===== src/rtl/dqn_step_sequencer.sv =====
// Step/phase sequencer for one DQN training episode: capture, forward, backprop.
// Optional per-phase watchdog enabled by defining SEQ_TIMEOUT_EN.
module dqn_step_sequencer #(
    parameter int TIMEOUT = 255
) (
    input  logic       clk,
    input  logic       rst,
    input  logic       start,
    input  logic       abort,
    input  logic [3:0] num_steps,
    input  logic       fwd_done,
    input  logic       bp_done,
    output logic [3:0] step,
    output logic [3:0] controller,
    output logic       fwd_go,
    output logic       bp_go,
    output logic       busy,
    output logic       done,
    output logic       err
);

    typedef enum logic [2:0] {
        IDLE,
        CAPTURE,
        FORWARD,
        BACKPROP,
        FINISH
    } state_t;

    state_t     state;
    logic [3:0] len;

`ifdef SEQ_TIMEOUT_EN
    localparam logic [7:0] TO = 8'(TIMEOUT);
    logic [7:0] cnt;
    logic       err_q;
    assign err = err_q;
`else
    localparam int unused_timeout = TIMEOUT;
    assign err = 1'b0;
`endif

    always_ff @(posedge clk or negedge rst) begin
        if (!rst) begin
            state      <= IDLE;
            len        <= 4'd0;
            step       <= 4'd0;
            controller <= 4'd0;
            fwd_go     <= 1'b0;
            bp_go      <= 1'b0;
            busy       <= 1'b0;
            done       <= 1'b0;
`ifdef SEQ_TIMEOUT_EN
            cnt        <= 8'd0;
            err_q      <= 1'b0;
`endif
        end else begin
            fwd_go <= 1'b0;
            bp_go  <= 1'b0;
            done   <= 1'b0;
            if (abort) begin
                state      <= IDLE;
                step       <= 4'd0;
                controller <= 4'd0;
                busy       <= 1'b0;
            end else begin
                unique case (state)
                    IDLE: begin
                        if (start) begin
                            len  <= num_steps;
                            busy <= 1'b1;
`ifdef SEQ_TIMEOUT_EN
                            err_q <= 1'b0;
`endif
                            if (num_steps == 4'd0) begin
                                state <= FINISH;
                                done  <= 1'b1;
                            end else begin
                                state      <= CAPTURE;
                                step       <= 4'd1;
                                controller <= 4'd1;
                            end
                        end
                    end
                    CAPTURE: begin
                        state      <= FORWARD;
                        controller <= 4'd2;
                        fwd_go     <= 1'b1;
`ifdef SEQ_TIMEOUT_EN
                        cnt        <= 8'd0;
`endif
                    end
                    FORWARD: begin
                        // fwd_go high marks the first cycle, where done is ignored
                        if (!fwd_go && fwd_done) begin
                            state      <= BACKPROP;
                            controller <= 4'd3;
                            bp_go      <= 1'b1;
`ifdef SEQ_TIMEOUT_EN
                            cnt        <= 8'd0;
                        end else if (cnt == TO) begin
                            state      <= IDLE;
                            step       <= 4'd0;
                            controller <= 4'd0;
                            busy       <= 1'b0;
                            err_q      <= 1'b1;
                        end else begin
                            cnt <= cnt + 8'd1;
`endif
                        end
                    end
                    BACKPROP: begin
                        if (!bp_go && bp_done) begin
                            if (step == len) begin
                                state      <= FINISH;
                                step       <= 4'd0;
                                controller <= 4'd0;
                                done       <= 1'b1;
                            end else begin
                                state      <= CAPTURE;
                                step       <= step + 4'd1;
                                controller <= 4'd1;
                            end
`ifdef SEQ_TIMEOUT_EN
                        end else if (cnt == TO) begin
                            state      <= IDLE;
                            step       <= 4'd0;
                            controller <= 4'd0;
                            busy       <= 1'b0;
                            err_q      <= 1'b1;
                        end else begin
                            cnt <= cnt + 8'd1;
`endif
                        end
                    end
                    FINISH: begin
                        state <= IDLE;
                        busy  <= 1'b0;
                    end
                    default: begin
                        state <= IDLE;
                    end
                endcase
            end
        end
    end

endmodule


===== config.mk =====
export PLATFORM = sky130hd
export DESIGN_NAME = dqn_step_sequencer
export DESIGN_NICKNAME = d
export VERILOG_FILES = /design/src/rtl/dqn_step_sequencer.sv
export SDC_FILE = /design/constraint.sdc
export NUM_CORES = 1
export LEC_CHECK = 0
export CAP_MARGIN = 5
export CORE_MARGIN = 4
export CORE_UTILIZATION = 45
export CTS_BUF_LIST = sky130_fd_sc_hd__clkbuf_4 sky130_fd_sc_hd__clkbuf_8
export DETAILED_ROUTE_END_ITERATION = 16
export PLACE_DENSITY_LB_ADDON = 0.15
export SYNTH_ARGS = -nofsm -noshare
export SYNTH_HDL_FRONTEND = slang
export SYNTH_SLANG_ARGS = --single-unit

===== constraint.sdc =====
create_clock -name clk -period 1.9 [get_ports clk]
set_clock_uncertainty 0.15 [all_clocks]
set_input_delay 0.475 -clock clk [delete_from_list [all_inputs] [get_ports clk]]
set_output_delay 0.475 -clock clk [all_outputs]
set_load 0.02 [all_outputs]

==> run summary, run 1 <==
• **Final Instance Area** 1270 µm²
• **final setup fails** 0
• **largest net degree at the start of global routing** 18
• **overall fraction of global-route tracks in use** 0.169
• **Via density** 5.30
• **CTS H-Tree Depth** 1
• **count of hold buffers inserted by post-cts repair** 0
• **vias in the first global route** 706
• **sum of overflow across all layers after global routing** 0
• **Crit path required time** 1930 ps
• **first-pass GRT wire length** 3.36 mm
• **WP data arrival** 1910 ps
• **worst setup path class** in -> reg
• **Worst VDD drop** 0.654 mV
• **final period utilization** 0.991
• **Worst Path Max Fanout** 2
• **starting density of the core** 0.469
• **row count** 16
• **result of the run** completed
• **total detailed-routing wirelength** 2.06 mm
• **die boundary height** 53.2 µm
• **total I/O pin count** 23
• **Synth top cells by count** 17 x dfrtp_1, 6 x nand2_1, 5 x nand2b_1, 5 x nand3_1, 5 x xnor2_1
• **gate count after technology mapping** 89
• **CP top delay family** simple AND/OR/NAND/NOR gates
• **number of max-slew violations in the final report** 0
• **drt pass-1 iters** 4
• **CP bufs+invs** 1
• **fraction of the yosys area taken by sequential cells** 0.462
• **number of cells after detailed placement** 144
• **Slowest-stage cell, CP** or4_4
• **instance area at placement** 1220 µm²
• **share of flip-flops with an asynchronous set or reset after synthesis** 1.00
• **number of nets in the layout** 134
• **endpoints failing hold** 0
• **kind of end point of the critical path** flip-flop
• **CP cell instances** buf_2, or4_4, a2111o_1, nand3_2, mux2_4
• **clock latency on the worst-skew pair** 280 ps
• **startpoint type of the worst setup path** input port
• **leading register cell type out of synthesis** dfrtp_1
• **via count** 790
• **floorplan core area** 1960 µm²
• **Sinks on Clock Net** 17
• **Avg WL per Cell** 13.8 µm
• **CTS Root Buffer Type** clkbuf_4
• **library cell occupying the most area in the post-synthesis netlist** dfrtp_1
• **Final ANT Viol Nets** 0
• **number of antenna violations at the first check in global routing** 0
• **count of flip-flops with a built-in enable after synthesis** 0
• **clock tree from TritonCTS** done
• **Hold WC Path Type** in -> reg
• **peak per-stage delay on the critical path** 540 ps
• **peak clock frequency supported by timing** 531 MHz
• **area of the mapped netlist** 921 µm²
• **routability-driven placement congestion ratio** 0.781
• **number of max-cap violations** 0
• **leading post-synthesis cells by cell area** dfrtp_1 46%, mux2_2 4.9%, xnor2_1 4.8%, nand2b_1 3.4%, nand3_1 2.7%
• **Final Critical Period** 1880 ps
• **number of buffers created by CTS** 3
• **number of register bits inferred by synthesis** 17
• **Diodes inserted** 0
• **synth unique cells** 37
• **worst slack at placement** -599 ps
• **non-filler cells, final** 149
• **area growth from synthesis to layout** 38.0%
• **top-area cell type share of the netlist area** 0.462
• **synthesized area divided by synthesized cell count** 10.3 µm²
• **PnR worst setup slack** 17.3 ps
• **power density cells** 1060 nW/µm²
• **CTS clk-pin slew, worst paths** 100 ps
• **placed wire-length estimate after detailed placement** 1.53 mm
• **Final Power** 0.00135 W
• **Leakage** 0.625 nW
• **Clock Path Buffers** 2
• **ratio of cells with drive above 1 in the final layout** 0.287
• **number of violations reported at the end of detailed-routing iteration 0** 27
• **width of the die** 53.2 µm
• **count of synthesis-stage warnings from yosys** 0
• **DRC** 0
• **area enclosed by the die boundary** 2830 µm²
• **Port Buf Inserts** 19
• **Worst R2R Path Depth** 6
• **dominant cell by count in the synthesized netlist** dfrtp_1
• **worst hold slack** 289 ps
• **Worst path depth** 5
• **instance count along the most critical hold path** 2
report_power, final:
part           internal, W  switching (W)  total, W
logic             0.000312       0.000272  0.000584
registers         0.000461      0.0000976  0.000559
clock network    0.0000958       0.000110  0.000205
logic make-up after synthesis:
group / count (synthesis) / share of synthesized area
AND/OR/NAND/NOR: 34 / 0.219
multiplexers: 6 / 0.0720
AO/OA/AOI/OAI: 15 / 0.125
buffers and inverters: 10 / 0.0571
adder cells (fa/ha/maj): 1 / 0.0136
XOR/XNOR: 5 / 0.0476
flip-flops: 17 / 0.462
other: 1 / 0.00407
state kept, by name (all words and copies together) (netlist names):
register and count:
step 4, controller 2, done 1, state 3, len 4, bp_go 1, busy 1, fwd_go 1
layout make-up:
class / count / area, µm²
repair buffers: 35 / 302
multi-input cells: 64 / 473
clock buffers: 4 / 30.0
fillers: 182 / 691
well taps: 27 / 33.8
flip-flops and latches: 17 / 425
inverters: 2 / 7.51
stage by stage:
step / util / TNS [ps]
3_3_place_gp: 0.624 / -4920
6_report: 0.648 / 0
4_1_cts: 0.641 / -76.3
3_5_place_dp: 0.624 / -5150
2_1_floorplan: - / -150
5_1_grt: 0.648 / -1.81
per-layer routing:
metal / vias up / share of wire / global-route usage / wire length [µm]
met3: 2 / 0.051 / 0.0366 / 105
met5: - / 0 / 0 / 0
met2: 26 / 0.49 / 0.251 / 1010
met1: 377 / 0.45 / 0.229 / 924
met4: 0 / 0.0097 / 0.0851 / 20
li1: 385 / - / - / -
layout by cell type (no fill, tap or decap), types with 2 or more instances in the layout:
| master | instances |
|---|---|
| nand4_1 | 3 |
| a21oi_1 | 2 |
| dlygate4sd2_1 | 7 |
| and3_1 | 2 |
| buf_2 | 2 |
| nor3_1 | 2 |
| xnor2_1 | 5 |
| nor2_1 | 3 |
| nand2b_1 | 5 |
| o21ai_0 | 2 |
| dlymetal6s2s_1 | 3 |
| buf_6 | 2 |
| clkdlybuf4s50_1 | 5 |
| nand3_1 | 5 |
| buf_4 | 14 |
| conb_1 | 3 |
| mux2_2 | 4 |
| nand2_1 | 6 |
| clkbuf_4 | 4 |
| dfrtp_1 | 17 |
| nor2b_1 | 2 |
| inv_1 | 2 |
path summary, 6_finish.rpt:
path	from	endpoint	slack [ps]
max	num_steps[1]	controller[1]	20
min	num_steps[0]	len[0]	290
max reg2reg	state[1]	controller[0]	110
min reg2reg	controller[0]	controller[0]	360
max in group asynchronous	rst	len[0]	1060
min in group asynchronous	rst	step[1]	350
what timing repair did:
action	CTS	global route
resized for setup	21	7
setup buffers	1	0
endpoints found under the setup margin	13	12
pin swaps	2	3
(Power assumes the default switching activity.)
==> inputs of run 2 (changes only) <==
- ABC_CLOCK_PERIOD_IN_PS: not set -> 1900
==> results of run 2 <==
Final layout, timing and power as in run 1 (identical DEF).
